## src/rtl/rf_dump.sv

```systemverilog
// Register-file dump streamer: walks reg_sel from START_IDX to END_IDX and emits
// 5-byte {index, data} records over a valid/ready byte stream. Optional macro: RF_DUMP_CKSUM_EN.
module rf_dump #(
  parameter int START_IDX = 1,
  parameter int END_IDX   = 31
) (
  input  logic        clk,
  input  logic        rst,
  input  logic        start,
  output logic [4:0]  reg_sel,
  input  logic [31:0] reg_data,
  output logic [7:0]  out_data,
  output logic        out_valid,
  input  logic        out_ready,
  output logic        busy,
  output logic        done
);

`ifdef RF_DUMP_CKSUM_EN
  typedef enum logic [1:0] {IDLE, CAP, SEND, CKS} state_t;
`else
  typedef enum logic [1:0] {IDLE, CAP, SEND} state_t;
`endif

  localparam logic [4:0] START_SEL = 5'(START_IDX);
  localparam logic [4:0] END_SEL   = 5'(END_IDX);

  state_t      state, state_nxt;
  logic [31:0] hold;
  logic [2:0]  byte_cnt;
  logic        xfer;
  logic        last_byte;
  logic        last_rec;
  logic [7:0]  next_byte;
`ifdef RF_DUMP_CKSUM_EN
  logic [7:0]  cksum;
`endif

  always_ff @(posedge clk) begin
    if (rst) state <= IDLE;
    else     state <= state_nxt;
  end

  always_comb begin
    state_nxt = state;
    case (state)
      IDLE: if (start) state_nxt = CAP;
      CAP:  state_nxt = SEND;
      SEND: begin
        if (xfer && last_byte) begin
          if (!last_rec) state_nxt = CAP;
`ifdef RF_DUMP_CKSUM_EN
          else           state_nxt = CKS;
`else
          else           state_nxt = IDLE;
`endif
        end
      end
`ifdef RF_DUMP_CKSUM_EN
      CKS:  if (xfer) state_nxt = IDLE;
`endif
      default: state_nxt = IDLE;
    endcase
  end

  // Handshake and record-position decode shared by the datapath.
  always_comb begin
    xfer      = out_valid && out_ready;
    last_byte = (byte_cnt == 3'd4);
    last_rec  = (reg_sel == END_SEL);
    case (byte_cnt)
      3'd0:    next_byte = hold[31:24];
      3'd1:    next_byte = hold[23:16];
      3'd2:    next_byte = hold[15:8];
      3'd3:    next_byte = hold[7:0];
      default: next_byte = 8'h00;
    endcase
  end

  always_ff @(posedge clk) begin
    if (rst) begin
      reg_sel   <= 5'd0;
      out_data  <= 8'h00;
      out_valid <= 1'b0;
      busy      <= 1'b0;
      done      <= 1'b0;
      hold      <= 32'h0;
      byte_cnt  <= 3'd0;
`ifdef RF_DUMP_CKSUM_EN
      cksum     <= 8'h00;
`endif
    end else begin
      done <= 1'b0;
      case (state)
        IDLE: begin
          if (start) begin
            reg_sel <= START_SEL;
            busy    <= 1'b1;
`ifdef RF_DUMP_CKSUM_EN
            cksum   <= 8'h00;
`endif
          end
        end
        CAP: begin
          hold      <= reg_data;
          out_data  <= {3'b000, reg_sel};
          out_valid <= 1'b1;
          byte_cnt  <= 3'd0;
        end
        SEND: begin
          if (xfer) begin
`ifdef RF_DUMP_CKSUM_EN
            cksum <= cksum ^ out_data;
`endif
            if (!last_byte) begin
              byte_cnt <= byte_cnt + 3'd1;
              out_data <= next_byte;
            end else if (!last_rec) begin
              reg_sel   <= reg_sel + 5'd1;
              out_valid <= 1'b0;
            end else begin
`ifdef RF_DUMP_CKSUM_EN
              // The checksum byte must also cover the byte leaving on this edge.
              out_data  <= cksum ^ out_data;
`else
              out_valid <= 1'b0;
              busy      <= 1'b0;
              done      <= 1'b1;
`endif
            end
          end
        end
`ifdef RF_DUMP_CKSUM_EN
        CKS: begin
          if (xfer) begin
            out_valid <= 1'b0;
            busy      <= 1'b0;
            done      <= 1'b1;
          end
        end
`endif
        default: ;
      endcase
    end
  end

endmodule

```

## config.mk

```make
export PLATFORM = sky130hd
export DESIGN_NAME = rf_dump
export DESIGN_NICKNAME = d
export VERILOG_FILES = /design/src/rtl/rf_dump.sv
export SDC_FILE = /design/constraint.sdc
export NUM_CORES = 1
export LEC_CHECK = 0
export ABC_AREA = 1
export ABC_CLOCK_PERIOD_IN_PS = 1900
export CAP_MARGIN = 20
export CORE_MARGIN = 1.5
export CORE_UTILIZATION = 50
export DETAILED_ROUTE_END_ITERATION = 7
export GPL_TIMING_DRIVEN = 0
export HOLD_SLACK_MARGIN = 0.1
export MAX_ROUTING_LAYER = met4
export PLACE_DENSITY = 0.83
export SETUP_SLACK_MARGIN = 0.2
export SLEW_MARGIN = 20
export SYNTH_ARGS = -nofsm -noshare
export SYNTH_HDL_FRONTEND = slang
export SYNTH_SLANG_ARGS = --single-unit
```

## constraint.sdc

```tcl
create_clock -name clk -period 1.9 [get_ports clk]
set_clock_uncertainty 0.15 [all_clocks]
set_input_delay 0.19 -clock clk [delete_from_list [all_inputs] [get_ports clk]]
set_output_delay 0.19 -clock clk [all_outputs]
set_load 0.05 [all_outputs]
```

---- Word level (Yosys, flattened, before mapping) ----
Cells that the tools add are included.
cells by class
  mux-type cells .......................... 25
  equal/unequal tests ..................... 14
  add/subtract/negate cells ............... 2
  reductions and logical operators ........ 12
  bitwise operators ....................... 3
operators by type and width
  kind                                                              number
  8-bit one-hot mux with 4 select lines                             1
  5-bit two-way mux                                                 4
  8-bit two-way mux                                                 2
  8-bit one-hot mux with 2 select lines                             1
  2-bit != test (second input constant)                             7
  5-bit one-hot mux with 2 select lines                             1
  5-bit AND reduction                                               2
  1-bit two-way mux                                                 8
  3-bit by 2-bit == test with 1-bit output (second input constant)  2
  3-bit two-way mux                                                 2
  2-bit one-hot mux with 3 select lines                             1
  3-bit one-hot mux with 2 select lines                             1
  3-bit AND reduction                                               2
  5-bit by 1-bit adder with 5-bit output (second input constant)    1
  5-bit == test (second input constant)                             1
  2-bit two-way mux                                                 2
  1-bit one-hot mux with 2 select lines                             2
  2-bit nonzero test                                                2
  4-bit OR reduction                                                1
  3-bit by 1-bit adder with 3-bit output (second input constant)    1
  3-bit by 1-bit == test with 1-bit output (second input constant)  1
  3-bit == test (second input constant)                             1
  3-bit logical NOT                                                 1
  1-bit NOT                                                         3
  other kinds (5)                                                   6
word-level totals
  output and inout bits ................... 16
  input port bits ......................... 36
  register bits after elaboration ......... 53
  logic and storage cells ................. 64

---- Depth between registers and ports, before layout ----
  depth in word-level cells ............... 5
  depth in mapped cells ................... 10

---- Worst setup path before layout ----
Ideal clock, no wire load.
  path type ............................... register to register
  start ................................... reg reg_sel[1]
  end ..................................... reg reg_sel[2]
  data arrival time ....................... 1799 ps
  stages on the path, launching flop included .. 9
  slack ................................... -116 ps
  clock period less this slack ............ 2016 ps
  library setup time ...................... 67 ps
  required time ........................... 1683 ps
  buffers on the path ..................... 0
  path through ............................ dfxtp_1 > ha_1 > nand2_1 > nor2_1 > ha_1 > nand2_1 > nand2_2 > nand2_1 > a21oi_2
between the ends
  elaborated cells between the ends (all ways) .. 8
  those cells by class .................... add/sub: 1; eq/ne: 2; mux: 4; reduce/logical: 1
RTL lines
  element                               line  text
  from (decl)                           10    output logic [4:0] reg_sel,
  from (signal assigned)                119   reg_sel <= reg_sel + 5'd1;
  5-bit == test                         70    last_rec = (reg_sel == END_SEL);
  named net last_rec                    33    logic last_rec;
  2-bit != test (no source line)        --
  5-bit AND reduction (no source line)  --
The timed path passes the listed nets, and every way through them passes these cells. The select of a mux whose other input is x is not followed.
A chain may end at the register's enable or synchronous reset.

---- Final worst setup path ----
  start ................................... reg byte_cnt[0]
  end ..................................... reg out_data[7]
between the ends
  longest elaborated chain between the ends .. 5
  elaborated cells between the ends (all ways) .. 11
  those cells by class .................... eq/ne: 5; mux: 4; reduce/logical: 2
ends and longest elaborated chain
  element                                                           line  text
  from (decl)                                                       30    logic [2:0] byte_cnt;
  from (signal assigned)                                            116   byte_cnt <= byte_cnt + 3'd1;
  3-bit by 2-bit == test with 1-bit output (tied with other cells)  71    case (byte_cnt)
  8-bit one-hot mux with 4 select lines                             71
  8-bit two-way mux                                                 115   if (!last_byte) begin
  8-bit two-way mux                                                 111   if (xfer) begin
  8-bit one-hot mux with 2 select lines                             94    case (state)
  to (signal assigned)                                              106   out_data <= {3'b000, reg_sel};
  to (signal assigned)                                              117   out_data <= next_byte;
  to (decl)                                                         12    output logic [7:0] out_data,
Parallel ways exist; a longest one is shown, timed or not. The select of a mux whose other input is x is not followed.

==> impl_results.md <==
- F_max: 589.7 MHz
- Core ar.: 4723 µm²
- Setup TNS: 0 ns
- Pwr/cell area: 750.4 nW/µm²
- Final WL: 6.445 mm
- Hold Worst Slack: 0.3153 ns
- CP Class: register to register
- Grt total ovfl: 0
- Total track usage: 25.96%
- Outcome: finished, final reports clean
- Sequential share of power: 49.8%
- Leak pwr: 1.406 nW
- Arr. time, crit path: 1.72 ns
- RSZ-0062 raised after global routing: true
- I/O pins: 52
- Dpl hpwl: 4.434 mm
- Syn. warnings: 0
- Clock Sinks: 53
- Fin crit share: 89.26%
- Initial Util: 51.81%
- CTS tree: done
- Clock network fraction of total power: 32.1%
- Worst path cell trace: ha_1, ha_1, buf_6, inv_1, nand2_1, nor2_2, nor2_4, nand2_1, a21oi_2
- DRC: 0
- Worst-path clk slew: 0.09 ns
- Final Hold Fails: 0
- Post-Syn Area: 2447 µm²
- Type of the most critical hold path: register to register
- Netlist cell types: 21
- Via density: 5.207
- Vias in the first global route: 2272
- WL/cell: 13.34 µm
- Final Net Count: 459
- # diodes: 0
- Psw: 0.6727 mW
- Worst-path fanout max: 10
- Max Cap Violations: 0
- Largest net degree at the start of global routing: 17
- Worst setup EP type: register
- Mapped Cells: 350
- Slowest CP cell: dfxtp_4
- Die area: 5323 µm²
- # H-tree levels: 2
- Buffer depth of the longest clock path: 2
- Routability cong.: 0.8894
- I/O Buffers: 51
- Area Overhead vs Synth: 34.61%
- DR iter-0 viols: 239
- Num CTS Buffers: 5
- Die height: 72.96 µm
- Worst path max stage delay: 0.37 ns
- Net Sw Frac: 27.21%
- Vias: 2515
- Syn Area/Cell: 6.992 µm²
- Final min period: 1.696 ns
- Cell internal pwr: 1.799 mW
- Peak supply drop: 0.0005465 V
- Setup-failing EPs final: 0
- Seq cells post-synth: 53
- Initial antenna violation count: 0
- Slew headroom: 62.49%
- DR pass1 iterations: 4
- Sequential fraction of the synthesis area: 43.35%
- Synth Net Count: 394
- Clk_lat worst skew: 0.31 ns
- Die width: 72.96 µm
- Max Slew Vio Count: 0
- CTS root buffer: clkbuf_8
- Cell Rows: 25
- Combinational fraction of design power: 18.0%
- Critical Path Start Type: register
- Critical Path RT: 1.93 ns
- Worst Max-Slew Pin Slew: 0.5626 ns
- First-pass GRT wire length: 10.36 mm
- Detail Route Antenna Nets: 0
- Share of cells above drive strength 1: 14.66%
-- final cells by class --
type	count	area, µm²
Inverter	16	60.06
Clock buffer	6	82.58
Timing Repair Buffer	58	543.0
Tap cell	67	83.83
Sequential cell	53	1080
Clock inverter	2	36.28
Buffer	17	107.6
Multi-Input combinational cell	264	1301
Fill cell	399	1429
-- worst max-delay path: cells and delay by family, from the launching register on --
kind / cells / cell delay [ns]
AO/OA/AOI/OAI: 1 / 0.06
buffers and inverters: 2 / 0.20
adder cells (fa/ha/maj): 2 / 0.38
AND/OR/NAND/NOR: 4 / 0.41
flip-flops: 1 / 0.37
-- metrics by stage --
stage	util, %	area (µm²)	setup WS [ns]	total power, mW	instances
floorplan	-	2457	0.2234	1.507	350
global route	69.75	3294	0.1504	2.568	483
detailed placement	64.61	3052	0.1053	1.671	468
global placement	64.61	3052	0.1125	1.658	468
CTS	67.58	3192	0.2117	2.449	477
finish	69.75	3294	0.2041	2.472	483
-- registers in the layout, summed over array words and instances, names as in the netlist --
| name | cells |
|---|---|
| busy | 1 |
| done | 1 |
| reg_sel | 5 |
| hold | 32 |
| out_valid | 1 |
| state | 2 |
| out_data | 8 |
| byte_cnt | 3 |
-- routing by layer --
layer  global-route usage [%]  vias to the layer above  share of wire (%)
li1                         -                     1253                  -
met1                    33.36                     1168                 43
met2                    43.22                       81                 49
met3                    2.624                       13                5.7
met4                    7.966                        0                1.6
met5                        -                        -                  0
-- final timing paths --
path / from / cells after the start / slack, ns / end
setup / recovery: byte_cnt[0] / 9 / 0.20 / out_data[7]
hold / removal: out_data[6] / 2 / 0.32 / out_data[6]
setup reg to reg: byte_cnt[0] / 9 / 0.20 / out_data[7]
hold reg to reg: out_data[6] / 2 / 0.32 / out_data[6]
-- logic make-up (layout without fill, tap and decap cells) --
group                      count (synthesis)  in the layout  share of synthesized area [%]
buffers and inverters                     33             99                          6.084
adders and majority gates                  8              8                          4.090
and+or+nand+nor                          203            203                          35.33
DFF                                       53             53                          43.35
AOI/OAI and AO/OA                         53             53                          11.15
-- repair_timing --
item	in CTS	in global routing
endpoints found under the setup margin	34	19
pin swaps	0	4
gates cloned	0	0
hold buffers	0	0
setup buffers	1	6
resized for setup	26	20
-- cells in the mapped netlist, drive strengths merged --
library cell | n | area share (%)
a21oi | 13 | 3.0
clkbuf | 7 | 1.1
ha | 8 | 4.1
nand3 | 28 | 6.1
nand4 | 7 | 1.8
nand2 | 65 | 11
nor2 | 103 | 17
buf | 10 | 2.6
o21ai | 40 | 8.2
dfxtp | 53 | 43
inv | 16 | 2.5
-- power groups by stage --
stage	sequential [mW]	clock, mW	combinational (mW)
final	1.23	0.794	0.446
after floorplan	1.28	0	0.225
after global routing	1.24	0.834	0.494
after global placement	1.25	0	0.405
after detailed placement	1.26	0	0.415
after CTS	1.23	0.798	0.421
-- layout by cell type, fill, tap and decap left out, drive strengths merged --
cell           synthesis  routed
clkdlybuf4s50          0      35
buf                   10      15
nand2                 65      65
ha                     8       8
inv                   16      17
nand4                  7       7
dlygate4sd2            0      16
dfxtp                 53      53
nand3                 28      28
bufinv                 0       1
clkbuf                 7      15
o21ai                 40      40
a21oi                 13      13
nor2                 103     103
Note: power is estimated with default switching activity, not from simulation.
